**src/rtl/dsp_cfg_pkg.sv**
```systemverilog
// dsp_cfg_pkg: shared state encoding and PIRDSP B-register chain bit map
package dsp_cfg_pkg;
    typedef enum logic [2:0] {ST_IDLE, ST_LOAD, ST_VERIFY, ST_DONE, ST_HOLD} state_t;
    localparam int CFG_B_LEN              = 7;
    localparam int CFG_B_INPUT            = 0;
    localparam int CFG_B_BMULTSEL         = 1;
    localparam int CFG_B_BREG_LO          = 2;
    localparam int CFG_B_BREG_HI          = 3;
    localparam int CFG_B_BCASCREG_LO      = 4;
    localparam int CFG_B_BCASCREG_HI      = 5;
    localparam int CFG_B_IS_RSTB_INVERTED = 6;
endpackage

```
**src/rtl/dsp_cfg_shifter.sv**
```systemverilog
// dsp_cfg_shifter: shadow word, MSB-first bit select and sticky readback compare
module dsp_cfg_shifter
    import dsp_cfg_pkg::*;
#(
    parameter int N  = CFG_B_LEN,
    parameter int KW = $clog2(N)
) (
    input  logic          clk,
    input  logic          rstn,
    input  logic          load,
    input  logic [N-1:0]  data,
    input  logic [KW-1:0] k,
    input  logic [KW-1:0] k_nxt,
    input  logic          cmp,
    input  logic          chain_out,
    output logic [N-1:0]  shadow,
    output logic          nxt_bit,
    output logic          mis,
    output logic          mis_nxt
);
    localparam logic [KW-1:0] TOP = KW'(N - 1);
    logic [N-1:0] shadow_nxt;
    // The registered chain input is fed from the value this edge will hold
    assign shadow_nxt = load ? data : shadow;
    assign nxt_bit    = shadow_nxt[TOP - k_nxt];
    assign mis_nxt    = load ? 1'b0 : mis | (cmp & (chain_out != shadow[TOP - k]));
    always_ff @(posedge clk or negedge rstn) begin
        if (!rstn) begin
            shadow <= '0;
            mis    <= 1'b0;
        end else begin
            shadow <= shadow_nxt;
            mis    <= mis_nxt;
        end
    end
endmodule

```
**src/rtl/dsp_cfg_chain_loader.sv**
```systemverilog
// dsp_cfg_chain_loader: shifts a config word into a PIRDSP chain, optional readback verify
module dsp_cfg_chain_loader
    import dsp_cfg_pkg::*;
#(
    parameter int CHAIN_LEN  = CFG_B_LEN,
    parameter int FREEZE_EXT = 1
) (
    input  logic                 clk,
    input  logic                 rstn,
    input  logic                 cfg_valid,
    output logic                 cfg_ready,
    input  logic [CHAIN_LEN-1:0] cfg_data,
    input  logic                 cfg_verify,
    output logic                 busy,
    output logic                 done,
    output logic                 err,
    output logic [CHAIN_LEN-1:0] cfg_active,
    output logic                 dsp_freeze,
    output logic                 chain_cfg_in,
    output logic                 chain_cfg_en,
    input  logic                 chain_cfg_out
);
    localparam int KW = $clog2(CHAIN_LEN);
    state_t state, state_d;
    logic [KW-1:0] k, k_d;
    logic [1:0] h, h_d;
    logic vflag, accept, last, nxt_bit, mis, mis_nxt;
    logic ready_d, busy_d, done_d, err_d, freeze_d, en_d, in_d;
    logic [CHAIN_LEN-1:0] shadow;
    assign accept = cfg_valid & cfg_ready;
    assign last   = k == KW'(CHAIN_LEN - 1);
    dsp_cfg_shifter #(.N(CHAIN_LEN), .KW(KW)) u_shifter (
        .clk       (clk),
        .rstn      (rstn),
        .load      (accept),
        .data      (cfg_data),
        .k         (k),
        .k_nxt     (k_d),
        .cmp       (state == ST_VERIFY),
        .chain_out (chain_cfg_out),
        .shadow    (shadow),
        .nxt_bit   (nxt_bit),
        .mis       (mis),
        .mis_nxt   (mis_nxt)
    );
    always_ff @(posedge clk or negedge rstn) begin
        if (!rstn) begin
            state        <= ST_IDLE;
            k            <= '0;
            h            <= '0;
            vflag        <= 1'b0;
            cfg_ready    <= 1'b0;
            busy         <= 1'b0;
            done         <= 1'b0;
            err          <= 1'b0;
            dsp_freeze   <= 1'b0;
            chain_cfg_en <= 1'b0;
            chain_cfg_in <= 1'b0;
            cfg_active   <= '0;
        end else begin
            state        <= state_d;
            k            <= k_d;
            h            <= h_d;
            vflag        <= accept ? cfg_verify : vflag;
            cfg_ready    <= ready_d;
            busy         <= busy_d;
            done         <= done_d;
            err          <= err_d;
            dsp_freeze   <= freeze_d;
            chain_cfg_en <= en_d;
            chain_cfg_in <= in_d;
            if (state == ST_DONE && !mis)
                cfg_active <= shadow;
        end
    end
    always_comb begin
        state_d = state;
        k_d     = k;
        h_d     = h;
        case (state)
            ST_IDLE: if (accept) begin
                state_d = ST_LOAD;
                k_d     = '0;
            end
            ST_LOAD, ST_VERIFY: begin
                k_d = last ? '0 : k + 1'b1;
                if (last)
                    state_d = (state == ST_LOAD && vflag) ? ST_VERIFY : ST_DONE;
            end
            ST_DONE: begin
                h_d     = '0;
                state_d = FREEZE_EXT == 0 ? ST_IDLE : ST_HOLD;
            end
            ST_HOLD: begin
                h_d = h + 1'b1;
                if (h == 2'(FREEZE_EXT - 1))
                    state_d = ST_IDLE;
            end
            default: state_d = ST_IDLE;
        endcase
    end
    // Outputs are decoded from the next state so they land in flops
    always_comb begin
        ready_d  = state_d == ST_IDLE;
        busy_d   = state_d == ST_LOAD || state_d == ST_VERIFY || state_d == ST_DONE;
        done_d   = state_d == ST_DONE;
        err_d    = done_d & mis_nxt;
        freeze_d = state_d != ST_IDLE;
        en_d     = state_d == ST_LOAD || state_d == ST_VERIFY;
        in_d     = en_d & nxt_bit;
    end
endmodule

```
**config.mk**
```make
export PLATFORM = sky130hd
export DESIGN_NAME = dsp_cfg_chain_loader
export DESIGN_NICKNAME = d
export VERILOG_FILES = /design/src/rtl/dsp_cfg_pkg.sv /design/src/rtl/dsp_cfg_shifter.sv /design/src/rtl/dsp_cfg_chain_loader.sv
export SDC_FILE = /design/constraint.sdc
export NUM_CORES = 1
export LEC_CHECK = 0
export ABC_AREA = 1
export ABC_CLOCK_PERIOD_IN_PS = 2350
export CORE_MARGIN = 2
export CORE_UTILIZATION = 27
export DETAILED_ROUTE_END_ITERATION = 8
export PLACE_DENSITY_LB_ADDON = 0.2
export SLEW_MARGIN = 20
export SYNTH_ARGS = -nofsm -noshare
export SYNTH_HDL_FRONTEND = slang
export SYNTH_SLANG_ARGS = --single-unit
```
**constraint.sdc**
```tcl
create_clock -name clk -period 2.35 [get_ports clk]
set_input_delay 0.235 -clock clk [delete_from_list [all_inputs] [get_ports clk]]
set_output_delay 0.235 -clock clk [all_outputs]
set_load 0.01 [all_outputs]
```
==> flow_metrics.env <==
export IMPL_dieArea_sq_um=6140
export IMPL_vias_per_cell=4.14
export IMPL_core_area_sq_um=5410
export IMPL_arrival_ns=2.23
export IMPL_dr_pass1_iters=4
export IMPL_dp_hpwl_mm=2.40
export IMPL_start_kind="flop"
export IMPL_min_path_type="in -> async"
export IMPL_status="complete, no violations"
export IMPL_remaining_drc_errors=0
export IMPL_cts_tree="built"
export IMPL_die_h_um=78.4
export IMPL_start_util_pct=27.6
export IMPL_multiInputGateArea_sq_um=587
export IMPL_grtUsageMet1_pct=15.5
export IMPL_synth_most_common_cell="nand2_1"
export IMPL_slew_headroom_pct=73.4
export IMPL_critPathKind="reg -> reg"
export IMPL_synth_simple_area_share_pct=25.5
export IMPL_drv_slew=0
export IMPL_synth_nets=189
export IMPL_finalPower_mw=2.37
export IMPL_p_per_area_nw_per_um2=1210
export IMPL_synth_top_family_by_area="simple AND/OR/NAND/NOR gates"
export IMPL_hold_violations=0
export IMPL_crit_required_ns=2.53
export IMPL_setup_viol=0
export IMPL_path_max_fanout=4
export IMPL_synth_top_area_share_pct=52.0
export IMPL_skew_ns=0.00600
export IMPL_synth_compound_area_share_pct=9.05
export IMPL_synth_edf_count=0
export IMPL_gr_total_overflow=0
export IMPL_cts_resized=0
export IMPL_cap_violations=0
export IMPL_yosysSeqAreaShare_pct=52.0
export IMPL_yosys_area_top_type="dfrtp_1"
export IMPL_async_flop_share_pct=100
export IMPL_fill_cells=560
export IMPL_die_w_um=78.4
export IMPL_synth_distinct_cells=23
export IMPL_gr_usage_all_layers_pct=11.5
export IMPL_endpoint_kind="flop"
export IMPL_antenna_found_initial=0
export IMPL_synth_warnings=0
export IMPL_htree_levels=2
export IMPL_cts_buffers_inserted=5
export IMPL_pin_count=26
export IMPL_grt_pass1_wl_mm=5.37
export IMPL_rows=27
export IMPL_port_buffers=25
export IMPL_syn_to_final_growth_pct=30.8
export IMPL_routedWlPerCell_um=11.3
export IMPL_grt_max_degree=32
export IMPL_postRouteAntennaNets=0
export IMPL_clk_pin_slew_ns=0.06
export IMPL_synthAdderAreaFrac_pct=4.19
export IMPL_grtUsageMet2_pct=16.8
export IMPL_avgSynthCellArea_sq_um=8.68
export IMPL_synthMuxAreaShare_pct=0
export IMPL_setup_tns_final_ns=0
export IMPL_wl_mm=3.14
export IMPL_ir_drop_mv=0.281
export IMPL_drive_gt1_share_pct=15.5
export IMPL_use_met3_pct=2.99
export IMPL_synth_xor_area_share_pct=0.587
export IMPL_cts_setup_buffers=0
export IMPL_synth_flop_cell="dfrtp_1"
export IMPL_insertion_delay_ns=0.28
export IMPL_nets=223
export IMPL_period_share_pct=87.4
export IMPL_synth_cells=172
export IMPL_grt_pass1_vias=1181
export IMPL_cts_sinks=31
export IMPL_drtIter0Drc=77
export IMPL_synth_area_leaders="dfrtp_1 52%, nand2_1 10%, o21ai_0 6.0%"
export IMPL_synth_seq_cells=31
export IMPL_tightestPinTransition_ns=0.398
export IMPL_synth_top_cells_by_count="40 x nand2_1, 31 x dfrtp_1, 24 x inv_1, 18 x o21ai_0, 16 x nand3_1"
export IMPL_clockBufferDepth=2
export IMPL_n_antenna_cell=0
export IMPL_syn_area_sq_um=1490
export IMPL_seqCellArea_sq_um=776
export IMPL_root_buffer="clkbuf_8"
export IMPL_min_period_ns=2.05
export IMPL_rsz0062_at_grt="false"
export IMPL_top_usage_layer="met2"
export IMPL_ctsHoldBuffers=0
export IMPL_dp_cells=271
export IMPL_num_vias=1156
export IMPL_p_leak_nw=0.952
export IMPL_fmax_ghz=0.487
export IMPL_routabilityCongestion=0.804
export IMPL_layout_cells_non_filler=279
==> layout make-up <==
class | count | share of cell area, %
Sequential cell | 31 | 39.7
Multi-Input combinational cell | 108 | 30.0
Timing Repair Buffer | 30 | 14.7
Inverter | 30 | 5.77
Clock buffer | 8 | 5.12
Tap cell | 72 | 4.61
==> state kept, by name, summed over array words and instances, names as in the netlist <==
register	count
busy	1
cfg_active	7
cfg_ready	1
chain_cfg_en	1
chain_cfg_in	1
done	1
dsp_freeze	1
err	1
h	2
k	3
state	3
u_shifter.mis	1
u_shifter.shadow	7
vflag	1
==> cells by family after synthesis <==
group,count (synthesis)
xor+xnor,1
flops,31
buf+inv,33
fa+ha+maj,5
simple gates,77
compound gates,25
==> metrics by stage <==
stage | utilization (%) | setup slack [ns] | hold WS, ns | instance area, sq um
floorplan | - | 0.290 | -0.0606 | 1490
finish | 36.1 | 0.296 | 0.342 | 1950
detailed placement | 34.3 | 0.177 | 0.473 | 1850
CTS | 36.1 | 0.288 | 0.354 | 1950
global route | 36.1 | 0.0894 | 0.391 | 1950
global placement | 34.3 | 0.298 | 0.465 | 1850
==> final timing paths <==
kind / startpoint / endpoint / slack, ns / depth (start not counted)
max reg2reg: k[0] / chain_cfg_in / 0.30 / 15
min: rstn / busy / 0.34 / 2
max in group asynchronous: rstn / cfg_active[4] / 1.72 / 2
min reg2reg: cfg_active[4] / cfg_active[4] / 0.48 / 2
min in group clk: cfg_active[4] / cfg_active[4] / 0.48 / 2
max: k[0] / chain_cfg_in / 0.30 / 15
==> routing by layer <==
layer  part of all wire [%]  vias up
met4                    2.6        0
li1                       -      616
met1                     52      513
met2                     41       20
met3                    3.9        7
met5                      0        -
==> power by group <==
group          switching (mW)  total, mW  leakage [nW]  internal, mW
sequential             0.0891      0.809         0.403         0.720
combinational           0.630       1.10         0.498         0.470
clock                   0.190      0.457        0.0515         0.267
total                   0.909       2.37         0.952          1.46
==> critical path, stage by stage, from the launching register on <==
cell and delay (ns):
dfrtp_1 0.37, inv_1 0.08, ha_1 0.16, nand2_1 0.13, nand2_1 0.13, inv_2 0.04
o21ai_0 0.07, o21ai_0 0.16, ha_1 0.33, inv_1 0.07, nor2_1 0.10, nand3_1 0.08
nand3_1 0.09, nand2_1 0.05, nand2_1 0.05, nor2_1 0.03
==> layout by cell type (no fill, tap or decap) <==
| cell | Yosys | final |
|---|---|---|
| nand2_1 | 40 | 40 |
| dfrtp_1 | 31 | 31 |
| clkdlybuf4s50_1 | 0 | 25 |
| inv_1 | 24 | 24 |
| o21ai_0 | 18 | 18 |
| nand3_1 | 16 | 16 |
| clkbuf_8 | 0 | 7 |
| inv_2 | 6 | 6 |
| nor2_1 | 5 | 5 |
| ha_1 | 5 | 5 |
| buf_4 | 1 | 5 |
| nand2_2 | 4 | 4 |
| nand3_2 | 4 | 4 |
| nor2_2 | 3 | 3 |
| a21oi_1 | 3 | 3 |
| o21ai_1 | 2 | 2 |
| nor3_1 | 1 | 1 |
| a31oi_2 | 1 | 1 |
| nand3_4 | 1 | 1 |
| xor2_1 | 1 | 1 |
| nand4_1 | 1 | 1 |
| nor2_4 | 1 | 1 |
| o211ai_1 | 1 | 1 |
| nand3b_1 | 1 | 1 |
| clkbuf_1 | 0 | 1 |
(Power assumes the default switching activity.)
